File: src/rtl/inv_pipe.sv
`default_nettype none
// ============================================================================
// Module      : inv_pipe
// Description : Elastic DEPTH-stage valid/ready pipeline. It applies a
//               per-word transform (pass / NOT / masked NOT / zero) as the
//               word enters, and keeps a saturating count of delivered words.
//               Optional macro: SWITCH_LEVEL_INV_EN builds the inverters from
//               pmos/nmos switch primitives.
// Revision    : 1.0 - initial release
// ============================================================================
module inv_pipe #(
    parameter int WIDTH = 8,
    parameter int DEPTH = 3,
    parameter int CNT_W = 16
) (
    input  logic             clk,
    input  logic             rst_n,
    input  logic             in_valid,
    output logic             in_ready,
    input  logic [WIDTH-1:0] in_data,
    input  logic [1:0]       in_mode,
    input  logic [WIDTH-1:0] in_mask,
    output logic             out_valid,
    input  logic             out_ready,
    output logic [WIDTH-1:0] out_data,
    output logic [CNT_W-1:0] out_count
);

    localparam logic [1:0] C_MODE_PASS = 2'b00;
    localparam logic [1:0] C_MODE_NOT  = 2'b01;
    localparam logic [1:0] C_MODE_MASK = 2'b10;

    logic [DEPTH-1:0] r_v;
    logic [WIDTH-1:0] r_d [DEPTH];
    logic [CNT_W-1:0] r_cnt;
    logic [DEPTH-1:0] w_rdy;
    logic [WIDTH-1:0] w_xf;
    wire  [WIDTH-1:0] w_not;
    wire  [WIDTH-1:0] w_mskd;

`ifdef SWITCH_LEVEL_INV_EN
    supply1 vdd;
    supply0 gnd;

    // CMOS inverter per bit, then a complementary switch pair steers either
    // the inverted or the original bit through according to in_mask.
    generate
        for (genvar g = 0; g < WIDTH; g++) begin : g_sw_inv
            pmos u_inv_p (w_not[g], vdd, in_data[g]);
            nmos u_inv_n (w_not[g], gnd, in_data[g]);
            nmos u_sel_n (w_mskd[g], w_not[g], in_mask[g]);
            pmos u_sel_p (w_mskd[g], in_data[g], in_mask[g]);
        end
    endgenerate
`else
    assign w_not  = ~in_data;
    assign w_mskd = in_data ^ in_mask;
`endif

    always_comb begin
        w_xf = '0;
        case (in_mode)
            C_MODE_PASS: w_xf = in_data;
            C_MODE_NOT:  w_xf = w_not;
            C_MODE_MASK: w_xf = w_mskd;
            default:     w_xf = '0;
        endcase
    end

    // Ready ripples back from the consumer: a stage can move if the next one
    // is empty or is itself moving this cycle.
    always_comb begin
        w_rdy = '0;
        w_rdy[DEPTH-1] = out_ready;
        for (int i = DEPTH - 2; i >= 0; i--) begin
            w_rdy[i] = !r_v[i+1] || w_rdy[i+1];
        end
    end

    assign in_ready  = !r_v[0] || w_rdy[0];
    assign out_valid = r_v[DEPTH-1];
    assign out_data  = r_d[DEPTH-1];
    assign out_count = r_cnt;

    always_ff @(posedge clk) begin
        if (!rst_n) begin
            r_v   <= '0;
            r_cnt <= '0;
            for (int i = 0; i < DEPTH; i++) begin
                r_d[i] <= '0;
            end
        end else begin
            if (in_ready) begin
                r_v[0] <= in_valid;
                if (in_valid) begin
                    r_d[0] <= w_xf;
                end
            end
            for (int i = 1; i < DEPTH; i++) begin
                if (!r_v[i] || w_rdy[i]) begin
                    r_v[i] <= r_v[i-1];
                    if (r_v[i-1]) begin
                        r_d[i] <= r_d[i-1];
                    end
                end
            end
            if (r_v[DEPTH-1] && out_ready && (r_cnt != '1)) begin
                r_cnt <= r_cnt + 1'b1;
            end
        end
    end

endmodule
`default_nettype wire

File: config.mk
export PLATFORM = sky130hd
export DESIGN_NAME = inv_pipe
export DESIGN_NICKNAME = d
export VERILOG_FILES = /design/src/rtl/inv_pipe.sv
export SDC_FILE = /design/constraint.sdc
export NUM_CORES = 1
export LEC_CHECK = 0
export ABC_AREA = 1
export CAP_MARGIN = 10
export CORE_ASPECT_RATIO = 0.5
export CORE_MARGIN = 2
export CORE_UTILIZATION = 34
export DETAILED_ROUTE_END_ITERATION = 8
export PLACE_DENSITY_LB_ADDON = 0.15
export SYNTH_ARGS = -nofsm -noshare
export SYNTH_HDL_FRONTEND = slang
export SYNTH_SLANG_ARGS = --single-unit
File: constraint.sdc
create_clock -name clk -period 3.97 [get_ports clk]
set_input_delay 0.794 -clock clk [delete_from_list [all_inputs] [get_ports clk]]
set_output_delay 0.794 -clock clk [all_outputs]
set_load 0.05 [all_outputs]
==> impl_results.md <==
* DIE AREA at 7195 µm²
* DR pass1 iterations at 4
* Routed wire per std cell at 10.42 µm
* Layout cell share with drive strength beyond 1 at 0.07348
* Number of antenna diodes at 0
* RePlAce Congestion at 0.8107
* Setup fix buffers added after clock tree synthesis at 0
* DRC violations left at 0
* Area of the core at 6181 µm²
* Post-layout power at 1.009 mW
* Minimum hold slack at 0.5213 ns
* Number of cells upsized or downsized after cts at 0
* Mapped Cells at 273
* Proportion of power drawn by the clock network at 0.397
* Chip Width at 118.0 µm
* Count of endpoints failing hold in the final timing report at 0
* Most frequent cell after synthesis: nor2_1
* Rel. slew slack at 0.4792
* Leakage power summed over all cells at 1.014 nW
* Cell area power density at 359.0 nW/µm²
* Hold Path Class: flip-flop to flip-flop
* Cell Area, Synth at 2208 µm²
* Critical path, cell by cell: clkdlybuf4s50_1 -> inv_1 -> nand4_1 -> clkdlybuf4s50_1
* Count of flip-flops with a built-in enable after synthesis at 24
* Number of port buffers at 47
* Final setup vio count at 0
* DR vias at 1,743
* Result of the run: finished clean
* Worst Tran Pin Value at 0.7794 ns
* Origin of the critical flop-to-flop path: r_v[2]
* Global Route Usage Sum at 0.1220
* Seq/Total Area, Yosys at 0.4986
* Area contributors post-synth: edfxtp_1 33%, dfxtp_1 17%, nor2_1 11%, nand2_1 8.8%, a21oi_1 6.6%
* Register share of total power at 0.495
* TritonCTS buffer count at 5
* Power spent charging and discharging nets at 0.2394 mW
* Die height at 60.99 µm
* Storage element area at 1101 µm²
* Vias per cell at 4.347
* Worst setup path start: out_ready
* Largest clock skew in the final design at 0.004045 ns
* Initial core utilization at 0.3573
* Net switching share of the total power at 0.2373
* Sink count of the clock tree at 43
* First-pass GRT wire length at 6810 µm
* Worst supply voltage drop on vdd at 0.0001648 V
* CP endpoint kind: output pin
* Setup repair after global routing missed its margin: no
* Proportion of synthesized flip-flops having asynchronous set or reset at 0
* CTS Root Buffer Type: clkbuf_16
* Commonest cells post-synth: 66 x nor2_1, 52 x nand2_1, 29 x a21oi_1, 29 x inv_1, 24 x edfxtp_1
* Synthesized area per cell at 8.089 µm²
* Number of hold buffers added after CTS at 0
* Critical path arrival at 2.26 ns
* Final critical-path share of the clock period at 0.7702
* Fill cell total of the finished layout at 624
* Area leader, netlist: edfxtp_1
* Yosys top cell area share at 0.3263
* Internal Dissipation at 0.7694 mW
* Longest Clk Path Bufs at 2
* Area Overhead vs Synth at 27.25%
* Gate power share at 0.108
* Post-layout nets at 335
* Violation count after the first detailed-routing iteration at 49
* Routed wire length at 4177 µm
* Critical path data required time at 3.18 ns
* Maxcap violations at 0
* Number of global-route vias before repair at 1,564
* Cell repeated most along the worst path: clkdlybuf4s50_1
* Worst-path cell with the longest stage delay: clkdlybuf4s50_1
* Flip-flop cell with the highest count after synthesis: edfxtp_1
* HPWL after detailed placement at 3061 µm
* Total gr overflow at 0
* Number of antenna violations at the first check in global routing at 0
* Number of synthesized register bits at 43
* Area occupied by multi-input gates at 870.8 µm²
* Largest stage delay, worst path at 0.82 ns
* Number of slew-limit violations in the final report at 0
* Worst hold path startpoint: r_v[0]
* Post-Route Setup TNS at 0 ns
* Startpoint type of the worst setup path: input pin
* Crit Path Class: input pin to output pin
* Clock transition at the registers of the reported paths at 0.06 ns
* Remaining antenna violation count after routing at 0
* Maximum number of pins on one net before global-route repair at 25
* Peak fanout along the critical path at 3
* Worst skew pair latency at 0.28 ns
* IO Count at 48
* Synth warn at 0
* Achievable clock frequency at 0.3271 GHz
* H-tree levels at 2
* Crit path time final at 3.058 ns
* Post-Syn Nets at 296
* Synth unique cells at 21
* Number of standard-cell rows in the floorplan at 20
* TritonCTS clock tree: done
-- power groups by stage --
stage               sequential [mW]  clock, mW  combinational [mW]
finish                        0.499      0.401               0.109
global route                  0.502      0.424               0.118
CTS                           0.500      0.410               0.109
detailed placement            0.509          0               0.109
global placement              0.509          0               0.107
floorplan                     0.511          0              0.0732
-- sequential cells by signal, indices dropped and copies added (netlist names) --
name       cells
r_v            3
out_count     16
r_d           24
-- stage by stage --
| step | util | worst slack, ns | cell area [µm²] | std cells |
|---|---|---|---|---|
| detailed placement | 0.4318 | 0.9010 | 2669 | 393 |
| global placement | 0.4318 | 0.9311 | 2669 | 393 |
| global route | 0.4547 | 0.8434 | 2810 | 401 |
| CTS | 0.4547 | 0.8977 | 2810 | 401 |
| floorplan | - | 1.629 | 2208 | 273 |
| finish | 0.4547 | 0.9124 | 2810 | 401 |
-- cell type report --
cell class                 count  share of cell area
inverter                      29             0.03874
tap                           88             0.03918
clock inverter                 2            0.004452
timing repair buffer          48              0.1701
sequential                    43              0.3918
multi-input combinational    185              0.3099
clock buffer                   6             0.04586
-- final timing paths --
path | to | slack [ns] | cells past startpoint
min | r_v[1] | 0.52 | 2
min reg2reg | r_v[1] | 0.52 | 2
max | in_ready | 0.91 | 4
max reg2reg | r_d[0][4] | 2.23 | 5
-- worst max-delay path, delay by kind of cell --
kind / cells / cell delay, ns
buffers and inverters: 3 / 1.35
AND/OR/NAND/NOR: 1 / 0.11
-- cell usage in the layout (no fill, tap or decap) --
master / synthesis / routed
nor2_1: 66 / 66
nand2_1: 52 / 52
clkdlybuf4s50_1: 0 / 47
inv_1: 29 / 29
a21oi_1: 29 / 29
edfxtp_1: 24 / 24
dfxtp_1: 19 / 19
nand3_1: 10 / 10
nor3_1: 7 / 7
nor2_4: 6 / 6
clkbuf_16: 0 / 5
nand3_2: 4 / 4
nand2_2: 3 / 3
o21ai_0: 2 / 2
nand4_1: 1 / 1
a21o_1: 1 / 1
nand4_4: 1 / 1
nor2_2: 1 / 1
nand3b_1: 1 / 1
ha_1: 1 / 1
clkinv_2: 0 / 1
clkinvlp_4: 0 / 1
clkbuf_1: 2 / 1
buf_4: 10 / 1
-- logic make-up after synthesis --
logic type | after synthesis | share of synthesized area
AOI/OAI and AO/OA | 32 | 0.07366
adders and majority gates | 1 | 0.005665
buffers and inverters | 45 | 0.1071
DFF | 43 | 0.4986
and+or+nand+nor | 152 | 0.3150
-- per-layer routing --
layer  track usage  vias up  wire [µm]
li1              -      943          -
met1        0.1382      768       1984
met2        0.2218       27       1997
met3       0.04511        5        164
met4       0.04131        0         31
met5             0        -          0
Note: power is estimated with default switching activity, not from simulation.
